### src/rtl/dm_pkg.sv
`default_nettype none
// ============================================================================
//  Module      : dm_pkg
//  Description : Shared size encodings and store-buffer entry layout for the
//                data-memory store buffer.
//  Revision    : 1.0  initial release
// ============================================================================
package dm_pkg;

   // Store/load size encoding, identical to DM DMin_Src
   localparam logic [1:0] SZ_WORD = 2'd0;
   localparam logic [1:0] SZ_HALF = 2'd1;
   localparam logic [1:0] SZ_BYTE = 2'd2;

   // One queued store
   typedef struct packed {
      logic [31:0] addr;
      logic [31:0] data;
      logic [1:0]  size;
      logic [31:0] pc;
   } sb_entry_t;

endpackage
`default_nettype wire

### src/rtl/sb_fifo.sv
`default_nettype none
// ============================================================================
//  Module      : sb_fifo
//  Description : DEPTH-entry register-array FIFO of store entries. Exposes
//                every entry address and its valid bit so the parent can
//                search for word-address conflicts.
//  Revision    : 1.0  initial release
// ============================================================================
module sb_fifo
   import dm_pkg::*;
#(
   parameter int DEPTH = 4
) (
   input  logic                          clk,
   input  logic                          reset,
   input  logic                          push,
   input  sb_entry_t                     push_entry,
   input  logic                          pop,
   output sb_entry_t                     head_entry,
   output logic [$clog2(DEPTH):0]        count,
   output logic [DEPTH-1:0][31:0]        entry_addr,
   output logic [DEPTH-1:0]              entry_valid
);

   localparam int AW = $clog2(DEPTH);
   localparam logic [AW-1:0] C_PTR_ONE = AW'(1);
   localparam logic [AW:0]   C_CNT_ONE = (AW + 1)'(1);

   sb_entry_t        r_mem [DEPTH];
   logic [AW-1:0]    r_head;
   logic [AW-1:0]    r_tail;
   logic [AW:0]      r_count;
   logic [DEPTH-1:0] r_valid;

   // Payload storage; contents are don't-care until the valid bit is set
   always_ff @(posedge clk) begin
      if (push) begin
         r_mem[r_tail] <= push_entry;
      end
   end

   // Pointers, occupancy and per-entry valid bits; pointers wrap naturally
   always_ff @(posedge clk) begin
      if (reset) begin
         r_head  <= '0;
         r_tail  <= '0;
         r_count <= '0;
         r_valid <= '0;
      end else begin
         if (push) begin
            r_valid[r_tail] <= 1'b1;
            r_tail          <= r_tail + C_PTR_ONE;
         end
         if (pop) begin
            r_valid[r_head] <= 1'b0;
            r_head          <= r_head + C_PTR_ONE;
         end
         if (push && !pop) begin
            r_count <= r_count + C_CNT_ONE;
         end else if (pop && !push) begin
            r_count <= r_count - C_CNT_ONE;
         end
      end
   end

   assign head_entry  = r_mem[r_head];
   assign count       = r_count;
   assign entry_valid = r_valid;

   generate
      for (genvar i = 0; i < DEPTH; i++) begin : g_addr
         assign entry_addr[i] = r_mem[i].addr;
      end
   endgenerate

endmodule
`default_nettype wire

### src/rtl/dm_store_buffer.sv
`default_nettype none
// ============================================================================
//  Module      : dm_store_buffer
//  Description : Store buffer between the M-stage register and DM. Queues
//                stores, drains them through DM's single port when no load
//                needs it, and stalls loads that hit a pending store word.
//                Optional macro DM_STBUF_BYPASS_EN: a store arriving with the
//                FIFO empty and no load present writes DM directly.
//  Revision    : 1.0  initial release
// ============================================================================
module dm_store_buffer
   import dm_pkg::*;
#(
   parameter int DEPTH = 4
) (
   input  logic                    clk,
   input  logic                    reset,
   input  logic                    st_valid,
   input  logic [31:0]             st_addr,
   input  logic [31:0]             st_data,
   input  logic [1:0]              st_size,
   input  logic [31:0]             st_pc,
   output logic                    st_ready,
   input  logic                    ld_valid,
   input  logic [31:0]             ld_addr,
   output logic                    ld_stall,
   output logic [31:0]             dm_addr,
   output logic [31:0]             dm_wd,
   output logic                    dm_we,
   output logic [31:0]             dm_pc,
   output logic [31:0]             dm_src,
   output logic [$clog2(DEPTH):0]  sb_count,
   output logic                    sb_empty
);

   localparam logic [$clog2(DEPTH):0] C_FULL = ($clog2(DEPTH) + 1)'(DEPTH);

   sb_entry_t              w_head;
   sb_entry_t              w_push_entry;
   logic [DEPTH-1:0][31:0] w_entry_addr;
   logic [DEPTH-1:0]       w_entry_valid;
   logic                   w_conflict;
   logic                   w_load_grant;
   logic                   w_bypass;
   logic                   w_push;
   logic                   w_pop;

   assign w_push_entry = '{addr: st_addr, data: st_data, size: st_size, pc: st_pc};

   sb_fifo #(.DEPTH(DEPTH)) u_fifo (
      .clk         (clk),
      .reset       (reset),
      .push        (w_push),
      .push_entry  (w_push_entry),
      .pop         (w_pop),
      .head_entry  (w_head),
      .count       (sb_count),
      .entry_addr  (w_entry_addr),
      .entry_valid (w_entry_valid)
   );

   assign sb_empty = (sb_count == '0);
   assign st_ready = (sb_count != C_FULL);

   // Word-granular search of already-queued stores; size ignored on purpose
   always_comb begin
      w_conflict = 1'b0;
      for (int i = 0; i < DEPTH; i++) begin
         if (w_entry_valid[i] && (w_entry_addr[i][31:2] == ld_addr[31:2])) begin
            w_conflict = 1'b1;
         end
      end
      w_conflict = w_conflict && ld_valid;
   end

   assign ld_stall     = w_conflict;
   assign w_load_grant = ld_valid && !w_conflict;

`ifdef DM_STBUF_BYPASS_EN
   assign w_bypass = st_valid && sb_empty && !ld_valid;
`else
   assign w_bypass = 1'b0;
`endif

   assign w_push = st_valid && st_ready && !w_bypass;
   // A conflicting load does not block the drain, so stalls always resolve
   assign w_pop  = !w_load_grant && !sb_empty && !reset;

   // DM port mux: granted load, then FIFO head, then direct store, else idle
   always_comb begin
      dm_addr = ld_addr;
      dm_wd   = '0;
      dm_we   = 1'b0;
      dm_pc   = '0;
      dm_src  = '0;
      if (w_load_grant) begin
         dm_addr = ld_addr;
      end else if (!sb_empty) begin
         dm_addr = w_head.addr;
         dm_wd   = w_head.data;
         dm_pc   = w_head.pc;
         dm_src  = {30'd0, w_head.size};
         dm_we   = !reset;
      end else if (w_bypass) begin
         dm_addr = st_addr;
         dm_wd   = st_data;
         dm_pc   = st_pc;
         dm_src  = {30'd0, st_size};
         dm_we   = !reset;
      end
   end

endmodule
`default_nettype wire

### config.mk
export PLATFORM = sky130hd
export DESIGN_NAME = dm_store_buffer
export DESIGN_NICKNAME = d
export VERILOG_FILES = /design/src/rtl/dm_pkg.sv /design/src/rtl/sb_fifo.sv /design/src/rtl/dm_store_buffer.sv
export SDC_FILE = /design/constraint.sdc
export NUM_CORES = 1
export LEC_CHECK = 0
export ABC_AREA = 1
export CAP_MARGIN = 20
export CELL_PAD_IN_SITES_DETAIL_PLACEMENT = 0
export CELL_PAD_IN_SITES_GLOBAL_PLACEMENT = 2
export CORE_MARGIN = 1.5
export CORE_UTILIZATION = 39
export CTS_CLUSTER_DIAMETER = 40
export DETAILED_ROUTE_END_ITERATION = 10
export DONT_BUFFER_PORTS = 1
export GPL_TIMING_DRIVEN = 1
export PLACE_DENSITY = 0.75
export RECOVER_POWER = 50
export SLEW_MARGIN = 20
export SYNTH_ARGS = -nofsm -noshare
export SYNTH_HDL_FRONTEND = slang
export SYNTH_SLANG_ARGS = --single-unit
### constraint.sdc
create_clock -name clk -period 4.3 [get_ports clk]
set_input_delay 0.86 -clock clk [delete_from_list [all_inputs] [get_ports clk]]
set_output_delay 0.86 -clock clk [all_outputs]
set_load 0.05 [all_outputs]
==> impl_metrics.py, run 1 <==
metrics = {
    "outcome": {
        "status": "finished with violations",
        "violations": "design-rule violations",
    },
    "floorplan": {
        "rows": 79,
        "dieArea_um2": 48720,
        "io_pins": 269,
        "initial_core_util": 0.3963,
        "core_area_um2": 46650,
        "die_h_um": 220.7,
        "die_x_um": 220.7,
    },
    "clock_tree": {
        "cts_tree": "built",
        "insertion_delay_ns": 0.59,
        "clkTransAtPathRegs_ns": 0.04,
        "cts_buffers": 71,
        "htree_levels": 3,
        "cts_buffer_depth": 3,
        "root_buffer": "clkbuf_16",
        "ctsHoldBuffers": 0,
        "cts_resized": 0,
        "post-cts-setup-buffers": 0,
        "cts.sinks": 405,
    },
    "setup_path": {
        "arrival_ns": 2.99,
        "critPathMaxFanout": 20,
        "cp-end-kind": "output pin",
        "rrSetupSlack_ns": 0.61,
        "cp.required_ns": 3.44,
        "worstSetupPathType": "reg -> out",
        "crit_path_end": "dm_we",
        "r2r-end": "u_fifo.r_mem[1][19]$_DFFE_PP_",
        "rr_worst_depth": 7,
        "start_kind": "flop",
        "reg2reg_from": "u_fifo.count[0]$_SDFFE_PP0P_",
        "critPathLaunch": "u_fifo.r_mem[3][71]$_DFFE_PP_",
    },
    "yosys": {
        "synth_cell_types": 30,
        "avgSynthCellArea_um2": 9.860,
        "syn_area_um2": 18490,
        "yosys_warnings": 0,
        "synth-xor-area-share": 0.008054,
        "synth_mux_area_frac": 0,
        "synth_seq_cells": 405,
        "synth_top_family_by_area": "simple AND/OR/NAND/NOR gates",
        "yosysSeqAreaShare": 0.6508,
        "syn_inst": 1875,
        "synth_fa_ha_area_frac": 0.007174,
        "synthSimpleGateAreaFrac": 0.1665,
        "synth_compound_area_frac": 0.1014,
    },
    "finish": {
        "drive_gt1_frac": 0.1190,
        "nets": 2104,
        "nFillCells": 4421,
        "n_antenna_cell": 0,
        "areaGrowthSynthToFinish_pct": 19.11,
    },
    "power_and_ir_drop": {
        "combPwrFrac": 0.287,
        "clock_power_share": 0.377,
        "p_seq_frac": 0.335,
        "power_switching_uw": 5428,
        "ir_drop_uv": 432.7,
        "p_int_uw": 9370,
        "p_sw_frac": 0.3668,
        "powerDensity_nw_per_um2": 672.0,
        "leakagePower_uw": 0.008644,
    },
    "global_routing": {
        "met1_usage": 0.2780,
        "grt-ovfl-total": 0,
        "antenna_found_initial": 0,
        "grt_pass1_wl_um": 80290,
        "busiest_layer": "met2",
        "grt_use_met3": 0.06873,
        "grtUsageTotal": 0.2262,
        "grt_max_degree": 218,
        "use_met2": 0.3829,
        "first_global_vias": 12944,
    },
    "sta": {
        "worstMarginPinSlew_ns": 1.361,
        "rsz0062_at_grt": "false",
        "hold_viol": 0,
        "hold_slack_ns": 0.3571,
        "final.setup_skew_ns": 0.02800,
        "clock.fmax_mhz": 260.0,
        "min_period_ns": 3.847,
        "tns_ns": 0,
        "finalCritPeriodShare": 0.8946,
        "slew_violations": 0,
        "relSlewSlack": 0.09187,
        "setup_viol": 0,
    },
    "route": {
        "drtAntennaViolNets": 0,
        "drt-total-wl_um": 54970,
        "dr.first_iter.drc_count": 979,
        "dr.pass1.iters": 8,
        "routedWlPerCell_um": 20.95,
        "vias": 13117,
        "remaining_drc_errors": 11,
        "vias_per_cell": 4.999,
    },
    "run": {
        "cap_viol_max_count": 0,
    },
    "min_path": {
        "holdCritPathClass": "in -> reg",
    },
    "place": {
        "io_buffers": 0,
        "place_congestion": 0.8648,
        "dp_hpwl_um": 35010,
    },
}
-- logic make-up after synthesis --
group | after synthesis
AOI/OAI and AO/OA | 359
adders and majority gates | 10
other | 1
buffers and inverters | 280
and+or+nand+nor | 803
xor gates and xnor gates | 17
DFF | 405
-- power by group through the flow --
stage | clock, uW | combinational [uW] | sequential, uW
after floorplan | 0 | 3070 | 5020
after global placement | 0 | 4310 | 5030
after detailed placement | 0 | 4310 | 5040
after CTS | 5680 | 4320 | 4960
after global routing | 5860 | 4610 | 5000
final | 5580 | 4250 | 4960
-- layout by cell type (no fill, tap or decap), types with 6 or more instances in the layout --
cell        synthesis  routed
buf_4              31      85
edfxtp_1          392     392
clkbuf_16           0      73
inv_1             161     156
inv_6               0      11
nand2_1           386     387
clkinv_2            0      13
bufinv_16           0       8
a21oi_2            10      10
inv_2               6       6
ha_1                9       9
nor2_1            372     372
conb_1              1      30
clkinvlp_4          0      12
o21ai_0           229     229
o211ai_1            8       8
nand3_1            41      42
xnor2_1            11      11
a21oi_1           105     105
buf_12              0      10
dfxtp_1            13      11
xor2_1              6       6
-- routing by layer --
layer  vias up  part of all wire
met3        62             0.076
met5         -                 0
met1      6300              0.42
met4         0             0.016
met2       366              0.49
li1       6389                 -
-- worst min-delay path by stage --
stage                                       start                            end  cells after the start
floorplan           u_fifo.r_tail[0]$_SDFFE_PP0P_  u_fifo.r_tail[0]$_SDFFE_PP0P_                      2
finish                                      reset   u_fifo.count[0]$_SDFFE_PP0P_                      1
global placement    u_fifo.r_tail[0]$_SDFFE_PP0P_  u_fifo.r_tail[0]$_SDFFE_PP0P_                      2
CTS                                   st_data[12]  u_fifo.r_mem[3][46]$_DFFE_PP_                      0
detailed placement  u_fifo.r_tail[0]$_SDFFE_PP0P_  u_fifo.r_tail[0]$_SDFFE_PP0P_                      2
global route                          st_data[14]  u_fifo.r_mem[1][48]$_DFFE_PP_                      0
-- cell usage after synthesis --
master,instances,share of area
buf_1,5,0.0010
buf_4,31,0.013
a32o_1,2,0.0011
a2bb2oi_1,1,0.00047
dfxtp_1,13,0.014
a21oi_1,105,0.028
xor2_1,6,0.0028
nand2_2,2,0.00068
nor3_1,1,0.00027
xnor2_1,11,0.0052
fa_1,1,0.0011
nand2_1,386,0.078
conb_1,1,0.00020
buf_6,5,0.0030
buf_2,10,0.0027
a211oi_1,2,0.00081
o211ai_1,8,0.0032
inv_1,161,0.033
clkinv_1,1,0.00020
ha_1,9,0.0061
o21ai_1,1,0.00027
inv_2,6,0.0012
a21boi_0,1,0.00041
a21oi_2,10,0.0047
nor2_1,372,0.076
edfxtp_1,392,0.64
nand3_2,1,0.00054
clkbuf_1,61,0.012
nand3_1,41,0.011
o21ai_0,229,0.062
-- cell type report --
class,instances,area (um2),share of cell area
well taps,607,759.5,0.03449
clock inverters,52,548.0,0.02489
repair buffers,95,838.3,0.03807
inverters,168,644.4,0.02926
multi-input cells,1219,5345,0.2427
clock buffers,78,1846,0.08381
flip-flops and latches,405,12040,0.5467
-- critical path, cell delays in order, from the launching register on --
cell      delay, ns
edfxtp_1       0.41
nand2_1        0.12
o21ai_0        0.09
nor2_1         0.26
nand2_1        0.13
nor2_1         0.11
nand2_1        0.06
nor2_1         0.09
nor2_1         0.06
nand3_1        0.15
buf_4          0.35
nand2_1        0.18
inv_1          0.39
-- per-stage QoR --
| step | total power, uW | instance area (um2) | util | setup slack, ns | cells |
|---|---|---|---|---|---|
| 6_report | 14800 | 22020 | 0.4720 | 0.4534 | 2624 |
| 5_1_grt | 15460 | 22020 | 0.4720 | 0.2097 | 2624 |
| 4_1_cts | 14960 | 22030 | 0.4723 | 0.4765 | 2624 |
| 3_5_place_dp | 9344 | 19640 | 0.4210 | 0.5560 | 2494 |
| 3_3_place_gp | 9339 | 19640 | 0.4210 | 0.5308 | 2494 |
| 2_1_floorplan | 8089 | 18600 | - | 0.2471 | 1904 |
-- flip-flops by register name, indices dropped and copies added, names as in the netlist, named ones only --
signal	flops
u_fifo.r_head	2
u_fifo.r_mem	392
u_fifo.count	3
u_fifo.entry_valid	4
u_fifo.r_tail	2
Power figures use the tool's default switching activity.
==> run 2: changes to the inputs <==
--- a/config.mk
+++ b/config.mk
@@ -9,6 +9,7 @@
 export CAP_MARGIN = 20
 export CELL_PAD_IN_SITES_DETAIL_PLACEMENT = 0
 export CELL_PAD_IN_SITES_GLOBAL_PLACEMENT = 2
+export CORE_ASPECT_RATIO = 1.5
 export CORE_MARGIN = 1.5
 export CORE_UTILIZATION = 39
 export CTS_CLUSTER_DIAMETER = 40
@@ -17,6 +18,7 @@
 export GPL_TIMING_DRIVEN = 1
 export PLACE_DENSITY = 0.75
 export RECOVER_POWER = 50
+export SETUP_SLACK_MARGIN = 0.5
 export SLEW_MARGIN = 20
 export SYNTH_ARGS = -nofsm -noshare
 export SYNTH_HDL_FRONTEND = slang
==> run 2 against run 1 <==
The flow finishes with violations (max-capacitance violations, max-slew violations). Register-to-register slack got worse by 0.10 ns. Sequential cell count unchanged. Combinational power grew 4%. Via count shrank 1.3%. Final area shrank 2.8%. Maximum frequency increased by 1.4%. Final cell count decreased by 2.7%. Sequential power about the same. Hold slack better by 0.020 ns. Die area about the same.
==> impl_metrics.py, run 2 (synthesis gave the netlist of run 1 again) <==
metrics = {
    "route": {
        "drtAntennaViolNets": 0,
        "routedWlPerCell_um": 21.94,
        "vias": 12941,
        "drt-total-wl_um": 56040,
        "dr.pass1.iters": 5,
        "remaining_drc_errors": 0,
        "vias_per_cell": 5.067,
        "dr.first_iter.drc_count": 728,
    },
    "setup_path": {
        "critPathMaxFanout": 53,
        "critPathSlowestCell": "clkbuf_2",
        "cp.required_ns": 4.45,
        "worstSetupPathType": "reg -> reg",
        "reg2reg_from": "u_fifo.count[0]$_SDFFE_PP0P_",
        "start_kind": "flop",
        "crit_family": "buffers and inverters",
        "crit_path_end": "u_fifo.r_mem[3][15]$_DFFE_PP_",
        "cp.depth": 7,
        "arrival_ns": 3.94,
        "rrSetupSlack_ns": 0.51,
        "max_stage_delay_ns": 1.23,
        "path_buf_inv": 4,
        "cp-end-kind": "flop",
        "cp_cell_sequence": "inv_1 -> nand3_1 -> nand2_1 -> inv_1 -> nand2_1 -> clkinvlp_2 -> clkbuf_2",
        "critPathLaunch": "u_fifo.count[0]$_SDFFE_PP0P_",
        "r2r-end": "u_fifo.r_mem[3][15]$_DFFE_PP_",
        "rr_worst_depth": 7,
    },
    "place": {
        "place_area_um2": 19550,
        "place_congestion": 0.8784,
        "io_buffers": 0,
        "place_inst": 2465,
        "pre_cts_ws_ns": 0.4175,
        "dp_hpwl_um": 34750,
    },
    "run": {
        "cap_viol_max_count": 1,
    },
    "finish": {
        "n_antenna_cell": 0,
        "finish.instance_area_um2": 21400,
        "multiInputGateArea_um2": 5540,
        "regMostFlops": "u_fifo.r_mem",
        "seq_area_um2": 12040,
        "areaGrowthSynthToFinish_pct": 15.76,
        "final_common_cell": "edfxtp_1",
        "nets": 2069,
        "finalNonFillerCells": 2554,
        "final_cell_mix": "edfxtp_1, nand2_1, nor2_1",
        "drive_gt1_frac": 0.1148,
        "largest_reg_flops": 392,
        "nFillCells": 4429,
    },
    "floorplan": {
        "rows": 97,
        "initial_core_util": 0.3957,
        "die_h_um": 269.7,
        "core_area_um2": 46730,
        "die_x_um": 180.8,
        "io_pins": 269,
        "dieArea_um2": 48750,
    },
    "sta": {
        "relSlewSlack": -0.1263,
        "setup_viol": 0,
        "final.setup_skew_ns": 0.01426,
        "layout_setup_ws_ns": 0.5052,
        "finalCritPeriodShare": 0.8825,
        "worstMarginPinSlew_ns": 1.689,
        "min_period_ns": 3.795,
        "slew_violations": 54,
        "hold_viol": 0,
        "hold_slack_ns": 0.3768,
        "tns_ns": 0,
        "clock.fmax_mhz": 263.5,
        "rsz0062_at_grt": "true",
    },
    "global_routing": {
        "grt_max_degree": 218,
        "grt_pass1_wl_um": 82430,
        "grt-ovfl-total": 0,
        "first_global_vias": 12947,
        "grtUsageTotal": 0.2281,
        "antenna_found_initial": 0,
    },
    "clock_tree": {
        "insertion_delay_ns": 0.55,
        "clkTransAtPathRegs_ns": 0.06,
        "cts.sinks": 405,
        "root_buffer": "clkbuf_16",
        "ctsHoldBuffers": 0,
        "cts_buffers": 46,
        "cts_buffer_depth": 3,
        "cts_tree": "built",
        "htree_levels": 2,
    },
    "outcome": {
        "status": "finished with violations",
        "violations": "max-capacitance violations, max-slew violations",
    },
    "min_path": {
        "holdCritPathClass": "in -> reg",
    },
    "power_and_ir_drop": {
        "leakagePower_uw": 0.008170,
        "ir_drop_uv": 409.1,
        "powerDensity_nw_per_um2": 622.1,
    },
}
==> run 2: changes by cell type in the layout (fill, tap and decap cells not counted), moves of 7 or more <==
cell	delta
nand2_1	-17
a21oi_2	-7
nand2_2	+17
clkbuf_16	-23
buf_4	-20
nor2_1	-12
nor2_2	+11
inv_1	-14
a21oi_4	+10
==> run 2: area by class of cell <==
cell class	count	share of cell area
Inverter	168	0.03262
Clock inverter	28	0.01187
Multi-Input combinational cell	1219	0.2589
Clock buffer	55	0.05881
Sequential cell	405	0.5625
Tap cell	594	0.03473
Timing Repair Buffer	85	0.04057
==> run 2: stage by stage <==
| step | utilization | total power (uW) |
|---|---|---|
| floorplan | - | 8083 |
| global placement | 0.4183 | 9312 |
| detailed placement | 0.4183 | 9320 |
| CTS | 0.4541 | 13350 |
| global route | 0.4580 | 13930 |
| finish | 0.4580 | 13310 |
==> run 2: how the worst min path moves through the flow <==
stage	startpoint	end	slack, ns	cells past startpoint
2_1_floorplan	u_fifo.r_tail[0]$_SDFFE_PP0P_	u_fifo.r_tail[0]$_SDFFE_PP0P_	0.48	2
6_report	reset	u_fifo.r_tail[0]$_SDFFE_PP0P_	0.38	1
3_3_place_gp	u_fifo.r_tail[0]$_SDFFE_PP0P_	u_fifo.r_tail[0]$_SDFFE_PP0P_	0.49	2
4_1_cts	reset	u_fifo.r_tail[0]$_SDFFE_PP0P_	0.34	1
5_1_grt	reset	u_fifo.r_tail[0]$_SDFFE_PP0P_	0.35	1
3_5_place_dp	u_fifo.r_tail[0]$_SDFFE_PP0P_	u_fifo.r_tail[0]$_SDFFE_PP0P_	0.49	2
==> run 2: metal layers <==
| metal | GRT usage | up-vias | part of all wire |
|---|---|---|---|
| met3 | 0.05754 | 93 | 0.067 |
| met1 | 0.2505 | 6201 | 0.37 |
| met4 | 0.09310 | 0 | 0.038 |
| met5 | 0 | - | 0 |
| met2 | 0.4161 | 367 | 0.53 |
| li1 | - | 6280 | - |
==> run 2: what timing repair did <==
action / CTS / global route
pin swaps: 0 / 4
gates resized for setup: 19 / 54
endpoints found under the setup margin: 70 / 83
gates cloned: 2 / 1
setup buffers: 1 / 2
==> run 2: power breakdown <==
| part | switching (uW) | internal [uW] |
|---|---|---|
| sequential | 179 | 4780 |
| combinational | 3390 | 1060 |
| clock | 1580 | 2330 |
